**src/rtl/wsb_pkg.sv**
```systemverilog
`default_nettype none
// ============================================================================
// Module      : wsb_pkg
// Description : Shared types and constants for the window shift buffer.
//               Provides the FSM state enum, the default geometry and the
//               helper that maps a (lane, row) pixel to its out_win offset.
// Revision    : 1.0 - initial release
// ============================================================================
package wsb_pkg;

    typedef enum logic [1:0] {
        WSB_FILL    = 2'd0,
        WSB_PRESENT = 2'd1,
        WSB_STALE   = 2'd2
    } wsb_state_t;

    localparam int WSB_PIX_W = 8;
    localparam int WSB_LANES = 8;
    localparam int WSB_DEPTH = 15;

    // Bit offset of pixel (lane, row) inside the transposed output window.
    function automatic int wsb_idx(input int lane, input int row, input int depth,
                                   input int pix_w = WSB_PIX_W);
        return (lane * depth + row) * pix_w;
    endfunction

endpackage
`default_nettype wire

```
**src/rtl/wsb_row_reg.sv**
```systemverilog
`default_nettype none
// ============================================================================
// Module      : wsb_row_reg
// Description : One buffered row. Asynchronous active-low reset, synchronous
//               clear (wins over load) and a load enable.
// Revision    : 1.0 - initial release
// ============================================================================
module wsb_row_reg
    import wsb_pkg::*;
#(
    parameter int WIDTH = WSB_LANES * WSB_PIX_W
) (
    input  logic             clock,
    input  logic             reset_L,
    input  logic             clear,
    input  logic             load,
    input  logic [WIDTH-1:0] d,
    output logic [WIDTH-1:0] q
);

    logic [WIDTH-1:0] data_q;
    logic [WIDTH-1:0] data_d;

    // Next row value: clear dominates, otherwise load or hold.
    always_comb begin
        data_d = data_q;
        if (clear) begin
            data_d = '0;
        end else if (load) begin
            data_d = d;
        end
    end

    // Row storage.
    always_ff @(posedge clock or negedge reset_L) begin
        if (!reset_L) begin
            data_q <= '0;
        end else begin
            data_q <= data_d;
        end
    end

    assign q = data_q;

endmodule
`default_nettype wire

```
**src/rtl/window_shift_buffer.sv**
```systemverilog
`default_nettype none
// ============================================================================
// Module      : window_shift_buffer
// Description : Holds the last DEPTH rows of LANES pixels and presents them
//               column-transposed as a filter window, with valid/ready flow
//               control, fill tracking and synchronous flush.
//               Optional build macro WSB_EDGE_PAD_EN: the first row after an
//               empty buffer is replicated into rows 0..PAD_ROWS.
// Revision    : 1.0 - initial release
// ============================================================================
module window_shift_buffer
    import wsb_pkg::*;
#(
    parameter int PIX_W    = WSB_PIX_W,
    parameter int LANES    = WSB_LANES,
    parameter int DEPTH    = WSB_DEPTH,
    parameter int PAD_ROWS = 3
) (
    input  logic                           clock,
    input  logic                           reset_L,
    input  logic                           flush,
    input  logic                           in_valid,
    output logic                           in_ready,
    input  logic [LANES*PIX_W-1:0]         in_row,
    output logic                           out_valid,
    input  logic                           out_ready,
    output logic [LANES*DEPTH*PIX_W-1:0]   out_win,
    output logic [$clog2(DEPTH+1)-1:0]     fill_cnt
);

    localparam int ROW_W = LANES * PIX_W;
    localparam int CNT_W = $clog2(DEPTH + 1);
    // Clamp so an out-of-range PAD_ROWS can never index past the last row.
    localparam int PAD_N = (PAD_ROWS < DEPTH) ? PAD_ROWS : DEPTH - 1;
`ifdef WSB_EDGE_PAD_EN
    localparam int FIRST_INC = PAD_N + 1;
`else
    localparam int FIRST_INC = 1;
`endif

    logic [ROW_W-1:0] row_q [DEPTH];
    logic [ROW_W-1:0] row_d [DEPTH];

    wsb_state_t       state_q, state_d;
    logic [CNT_W-1:0] fill_cnt_q, fill_cnt_d;
    logic             out_valid_q, out_valid_d;
    logic             accept;
    logic             pad_load;

    // Only a presented window can hold off the producer.
    assign in_ready = (state_q != WSB_PRESENT) | out_ready;
    assign accept   = in_valid & in_ready;

`ifdef WSB_EDGE_PAD_EN
    assign pad_load = accept & (fill_cnt_q == '0);
`else
    assign pad_load = 1'b0;
`endif

    // Shift chain: row 0 takes the new row, deeper rows take their neighbour,
    // except the top-edge rows that are filled with the first row on padding.
    for (genvar i = 0; i < DEPTH; i++) begin : g_row
        if (i == 0) begin : g_head
            assign row_d[i] = in_row;
        end else if (i <= PAD_N) begin : g_pad
            assign row_d[i] = pad_load ? in_row : row_q[i-1];
        end else begin : g_shift
            assign row_d[i] = row_q[i-1];
        end

        wsb_row_reg #(
            .WIDTH (ROW_W)
        ) u_row (
            .clock   (clock),
            .reset_L (reset_L),
            .clear   (flush),
            .load    (accept),
            .d       (row_d[i]),
            .q       (row_q[i])
        );
    end

    // Transpose: pure wiring from row-major storage to lane-major window.
    for (genvar j = 0; j < LANES; j++) begin : g_lane
        for (genvar i = 0; i < DEPTH; i++) begin : g_win
            assign out_win[wsb_idx(j, i, DEPTH, PIX_W) +: PIX_W] = row_q[i][j*PIX_W +: PIX_W];
        end
    end

    // Next-state logic for fill tracking and window presentation.
    always_comb begin
        state_d    = state_q;
        fill_cnt_d = fill_cnt_q;
        if (flush) begin
            state_d    = WSB_FILL;
            fill_cnt_d = '0;
        end else begin
            case (state_q)
                WSB_FILL: begin
                    if (accept) begin
                        fill_cnt_d = pad_load ? CNT_W'(FIRST_INC) : fill_cnt_q + 1'b1;
                        if (fill_cnt_d == CNT_W'(DEPTH)) begin
                            state_d = WSB_PRESENT;
                        end
                    end
                end
                WSB_PRESENT: begin
                    if (out_ready) begin
                        state_d = accept ? WSB_PRESENT : WSB_STALE;
                    end
                end
                WSB_STALE: begin
                    if (accept) begin
                        state_d = WSB_PRESENT;
                    end
                end
                default: begin
                    state_d    = WSB_FILL;
                    fill_cnt_d = '0;
                end
            endcase
        end
        out_valid_d = (state_d == WSB_PRESENT);
    end

    // Control state and registered valid.
    always_ff @(posedge clock or negedge reset_L) begin
        if (!reset_L) begin
            state_q     <= WSB_FILL;
            fill_cnt_q  <= '0;
            out_valid_q <= 1'b0;
        end else begin
            state_q     <= state_d;
            fill_cnt_q  <= fill_cnt_d;
            out_valid_q <= out_valid_d;
        end
    end

    assign out_valid = out_valid_q;
    assign fill_cnt  = fill_cnt_q;

endmodule
`default_nettype wire

```
**config.mk**
```make
export PLATFORM = sky130hd
export DESIGN_NAME = window_shift_buffer
export DESIGN_NICKNAME = d
export VERILOG_FILES = /design/src/rtl/wsb_pkg.sv /design/src/rtl/wsb_row_reg.sv /design/src/rtl/window_shift_buffer.sv
export SDC_FILE = /design/constraint.sdc
export NUM_CORES = 1
export LEC_CHECK = 0
export CORE_AREA = 2 2 406 408
export CTS_CLUSTER_DIAMETER = 30
export DETAILED_ROUTE_END_ITERATION = 10
export DIE_AREA = 0 0 408 410
export PLACE_DENSITY = 0.44
export SYNTH_ARGS = -nofsm -noshare
export SYNTH_HDL_FRONTEND = slang
export SYNTH_SLANG_ARGS = --single-unit
```
**constraint.sdc**
```tcl
create_clock -name clock -period 1.9 [get_ports clock]
set_input_delay 0.285 -clock clock [delete_from_list [all_inputs] [get_ports clock]]
set_output_delay 0.285 -clock clock [all_outputs]
set_load 0.02 [all_outputs]
```
Word level (Yosys, flattened, before mapping)
Index checks and enable logic that the tools add are counted.
Storage, ports and cells
  flip-flop bits (word level): 967
  output and inout port bits: 966
Cells by class
  $add $sub $neg: 1
  equal/unequal tests: 7
  mux-type cells: 40
  bitwise operators: 2
  reduce and logical (&&, ||, !) cells: 4
Operators by type and width (number)
  two-way mux 64 bit: 30
  two-way mux 2 bit: 6
  two-way mux 4 bit: 2
  one-hot mux 4 bit (2 select lines): 1
  one-hot mux 2 bit (3 select lines): 1
  adder 4 x 1 -> 4 bit, second input constant: 1
  equality test 2 x 1 -> 1 bit, second input constant: 2
  equality test 4 bit, second input constant: 1
  inequality test 2 x 1 -> 1 bit, second input constant: 2
  inequality test 3 bit, second input constant: 1
  equality test 2 bit, second input constant: 1
  zero test 2 bit: 1
  AND reduction 2 bit: 1
  nonzero test 2 bit: 1
  OR reduction 2 bit: 1
  bitwise AND 1 bit: 1
  OR 1 bit: 1

Depth between registers and ports, before layout
  depth after elaboration: 8
  mapped depth: 10
  depth with buffers taken out: 7

Cells and area by module
A second synthesis with hierarchy kept.
Unflattened totals
  cells, all modules: 3150
  area, all modules: 39705.6 um2
By module, submodules not included
  wsb_row_reg: instances 15, cells an instance 206, area an instance 2611.3 um2, sequential area each 1601.5 um2
  window_shift_buffer: instances 1, cells an instance 60, area an instance 536.8 um2, sequential area each 175.2 um2

Worst setup path before layout
OpenSTA, ideal clock, no wires.
  kind: reg2reg
  start point: register state_q[1]
  end point: register fill_cnt_q[3] (netlist: fill_cnt[3])
  arrival: 1.633 ns
  data required time: 1.768 ns
  slack: 0.135 ns
  stages on the path, launching flop included: 11
  cell sequence: dfrtp_1 inv_1 ha_1 nand2b_2 and2_1 buf_4 buf_6 buf_6 nand3b_2 a2bb2oi_2 nor2_1
On the way
  cells in the longest elaborated chain, start to end: 5
  elaborated cells between the ends (all ways): 12
  classes of those cells: 5 x eq/ne; 2 x mux; 2 x bitwise; 3 x reduce/logical
RTL lines
  from (decl): line window_shift_buffer.sv:44  | wsb_state_t state_q, state_d;
  from (signal assigned): line window_shift_buffer.sv:133  | state_q <= state_d;
  inequality test 2 x 1 -> 1 bit: line window_shift_buffer.sv:51  | assign in_ready = (state_q != WSB_PRESENT) | out_ready;
  OR 1 bit: line window_shift_buffer.sv:51
  named net in_ready: line window_shift_buffer.sv:23  | output logic in_ready,
  bitwise AND 1 bit: line window_shift_buffer.sv:52  | assign accept = in_valid & in_ready;
  inequality test 3 bit (no line)
  AND reduction 2 bit (no line)
  to (signal assigned): line window_shift_buffer.sv:134  | fill_cnt_q <= fill_cnt_d;
  to (decl): line window_shift_buffer.sv:45  | logic [CNT_W-1:0] fill_cnt_q, fill_cnt_d;
The timed path passes the listed nets, and every way through them passes these cells.
A chain may end at the register's enable or synchronous reset.

Final worst setup path
  start point: register state_q[1]
  end point: register g_row[6].u_row.data_q[22]
On the way
  cells in the longest elaborated chain, start to end: 4
RTL lines
  inequality test 2 x 1 -> 1 bit: line window_shift_buffer.sv:51
  OR 1 bit: line window_shift_buffer.sv:51
  bitwise AND 1 bit: line window_shift_buffer.sv:52
  nonzero test 2 bit (no line)
  to (signal assigned): line wsb_row_reg.sv:39  | data_q <= data_d;
  to (decl): line wsb_row_reg.sv:21  | logic [WIDTH-1:0] data_q;
Every way passes these cells.

==> out/summary.txt <==
GRT Resource Usage Total: 20.41%
Worst hold path class: in2reg
Post-Syn Instances: 4,210
Netlist cell types: 32
Setup CP Type: reg2reg
Lkg Pwr: 28.83 nW
Register area share after synthesis: 63.43%
RSZ-0062 raised after global routing: yes
Post-DP HPWL: 121,300 um
R2r startpoint: state_q[1]
Max FO, Critical Path: 7
Multi-input gate area: 12,810 um2
Startpoint types: register
Slew margin rel.: 54.78%
Initial Util: 23.33%
Wirelength, routed: 182,100 um
Via count: 36,250
Seq cells post-synth: 967
Failing checks: setup timing
Syn_nets: 4,285
Initial antenna violation count: 3
Hold depth: 3
ANT nets after route: 0
Vias per Instance: 4.475
Max VDD drop: 0.8851 mV
Status: finished with violations
Fillers: 16,840
Post-synth EDFFs: 0
Final Slew Violations: 0
Post-synth top area cell: dfrtp_1
Register area: 24,320 um2
Fin. Hold Viols: 0
Die height: 410 um
FP Rows: 149
Core Box Area: 163,500 um2
# port buffers: 1,034
Yosys Warn Count: 0
Worst Tran Pin Value: 678.3 ps
Hold endpoint: g_row[0].u_row.q[35]
Synth top area share: 63.43%
Die X: 408 um
Dominant cells by area after synthesis: dfrtp_1 63%, nand2_1 19%, a21oi_1 13%, buf_2 2.4%, clkbuf_1 1.1%
Total gr overflow: 0
WHS: 61.14 ps
Critical path endpoint category: register
Setup TNS: -17,640 ps
DR WL/cell: 22.49 um
WP data arrival: 2790 ps
Finish-stage setup viols: 407
RD Place Congestion: 0.8384
DIE AREA: 167,300 um2
Final nets: 5,787
Pwr/cell area: 1145 nW/um2
Period minus WS final: 2051 ps
Skew-Pair Late Insertion Delay: 890 ps
Clock transition at path regs: 40 ps
First-pass GRT wire length: 256,900 um
Hold Crit Start: in_row[35]
Number of max-cap violations: 0
Crit path required time: 2640 ps
Vias in the first global route: 35,940
Largest net degree at the start of global routing: 119
Root Buffer: clkbuf_16
Synth async-reset ratio: 100.0%
Synthesis-to-layout area growth: 63.93%
Cell Area, Synth: 38,150 um2
Clk sinks: 967
Final Worst Setup Slack: -151.3 ps
Syn_area_per_cell: 9.061 um2
Htree depth: 5
Setup Skew: 67.50 ps
R2R Path End: g_row[6].u_row.q[22]
Io pins: 1,035
Reg2reg setup slack: -150 ps
Fin crit share: 108.0%
Num CTS Buffers: 289
Drt first-iter violations: 2,656
Reg2Reg Depth: 12
TritonCTS clock tree: built
DRT Pass-1 Iters: 8
Most used DFF post-synth: dfrtp_1
Layout cell share with drive strength beyond 1: 34.95%
Drt drc: 0
Fmax: 487.5 MHz
Clock Tree Buf Depth: 4
-- report_power, final --
group | leakage (nW) | total (mW) | internal [mW] | switching, mW
registers | 13.3 | 21.0 | 20.8 | 0.157
clock network | 4.67 | 46.9 | 33.5 | 13.5
logic | 10.9 | 3.68 | 1.36 | 2.32
-- cell usage after synthesis, drive strengths merged, types with 2 or more instances --
cell / number
o21ai: 4
buf: 211
nor2: 3
dfrtp: 967
a21oi: 962
a2bb2oi: 2
nand2: 1922
nand3b: 2
clkbuf: 110
ha: 6
xor2: 2
inv: 4
-- layout make-up --
type / instances / share of cell area, %
Sequential cell: 967 / 38.88
Timing Repair Buffer: 1532 / 21.02
Multi-Input combinational cell: 2918 / 20.48
Clock buffer: 396 / 13.23
Tap cell: 2189 / 4.380
Clock inverter: 92 / 1.975
Inverter: 4 / 0.02401
Antenna cell: 2 / 0.008003
-- through the flow --
stage	setup WS (ps)	util, %	cell area [um2]	total power, mW	instances
floorplan	134.7	-	38150	22.48	4210
global placement	-347.8	31.95	52230	24.28	7342
detailed placement	-351.6	31.95	52230	24.26	7342
CTS	-219.9	37.03	60540	71.97	8020
global route	-239.5	38.25	62540	73.98	8099
finish	-151.3	38.25	62540	71.62	8100
-- worst max-delay path: stages, from the launching register on --
cell and delay (ps):
dfrtp_1 380, inv_2 80, ha_4 150, nand2b_4 60
buf_4 160, and2_4 180, buf_12 150, buf_16 160
buf_16 160, buf_4 150, clkbuf_16 160, nand2_1 70
a21oi_1 50
-- layer usage --
metal,GRT usage (%),up-vias,routed length (um)
met5,0,-,0
li1,-,16770,-
met3,6.441,235,13030
met2,32.52,1221,86130
met1,26.41,18020,78590
met4,6.130,0,4389
-- cell usage in the layout, fill, tap and decap left out, drive strengths merged --
cell type / count
nand2: 1922
buf: 1174
dfrtp: 967
a21oi: 962
clkbuf: 430
clkdlybuf4s15: 196
clkdlybuf4s50: 66
dlygate4sd3: 62
clkinv: 49
bufinv: 27
clkinvlp: 12
inv: 8
ha: 6
o21ai: 4
nor2: 3
diode: 2
xor2: 2
a2bb2oi: 2
nand3b: 2
nand2b: 1
nand3: 1
o31ai: 1
a31oi: 1
or3: 1
nor2b: 1
o221ai: 1
nor3: 1
a211oi: 1
a2111oi: 1
and2: 1
a21boi: 1
nor3b: 1
a21o: 1
mux2i: 1
-- state kept, by name (all words and copies together) (netlist names) --
signal / flops
fill_cnt: 4
state_q: 2
g_row.u_row.q: 960
out_valid: 1
-- worst max-delay path by stage --
stage,from,cells after the start,slack [ps],end
2_1_floorplan,state_q[1],10,130,fill_cnt[3]
3_3_place_gp,out_ready,7,-350,g_row[9].u_row.q[22]
3_5_place_dp,out_ready,7,-350,g_row[9].u_row.q[22]
4_1_cts,state_q[1],5,-220,in_ready
5_1_grt,state_q[1],5,-240,in_ready
6_report,state_q[1],12,-150,g_row[6].u_row.q[22]
-- repair_timing --
item / in CTS / in global routing
setup endpoints to repair: 1046 / 832
endpoints found under the hold margin: 1121 / 0
buffers inserted: 112 / 41
hold buffers: 62 / 0
pin swaps: 1 / 4
cloned: 16 / 37
gates resized for setup: 4088 / 176
-- logic make-up after synthesis --
group / synth area share (%)
xor+xnor: 0.04593
compound gates: 12.91
mux: 0.02624
fa+ha+maj: 0.1968
simple gates: 19.12
flops: 63.43
buf+inv: 4.267
(Power assumes the default switching activity.)
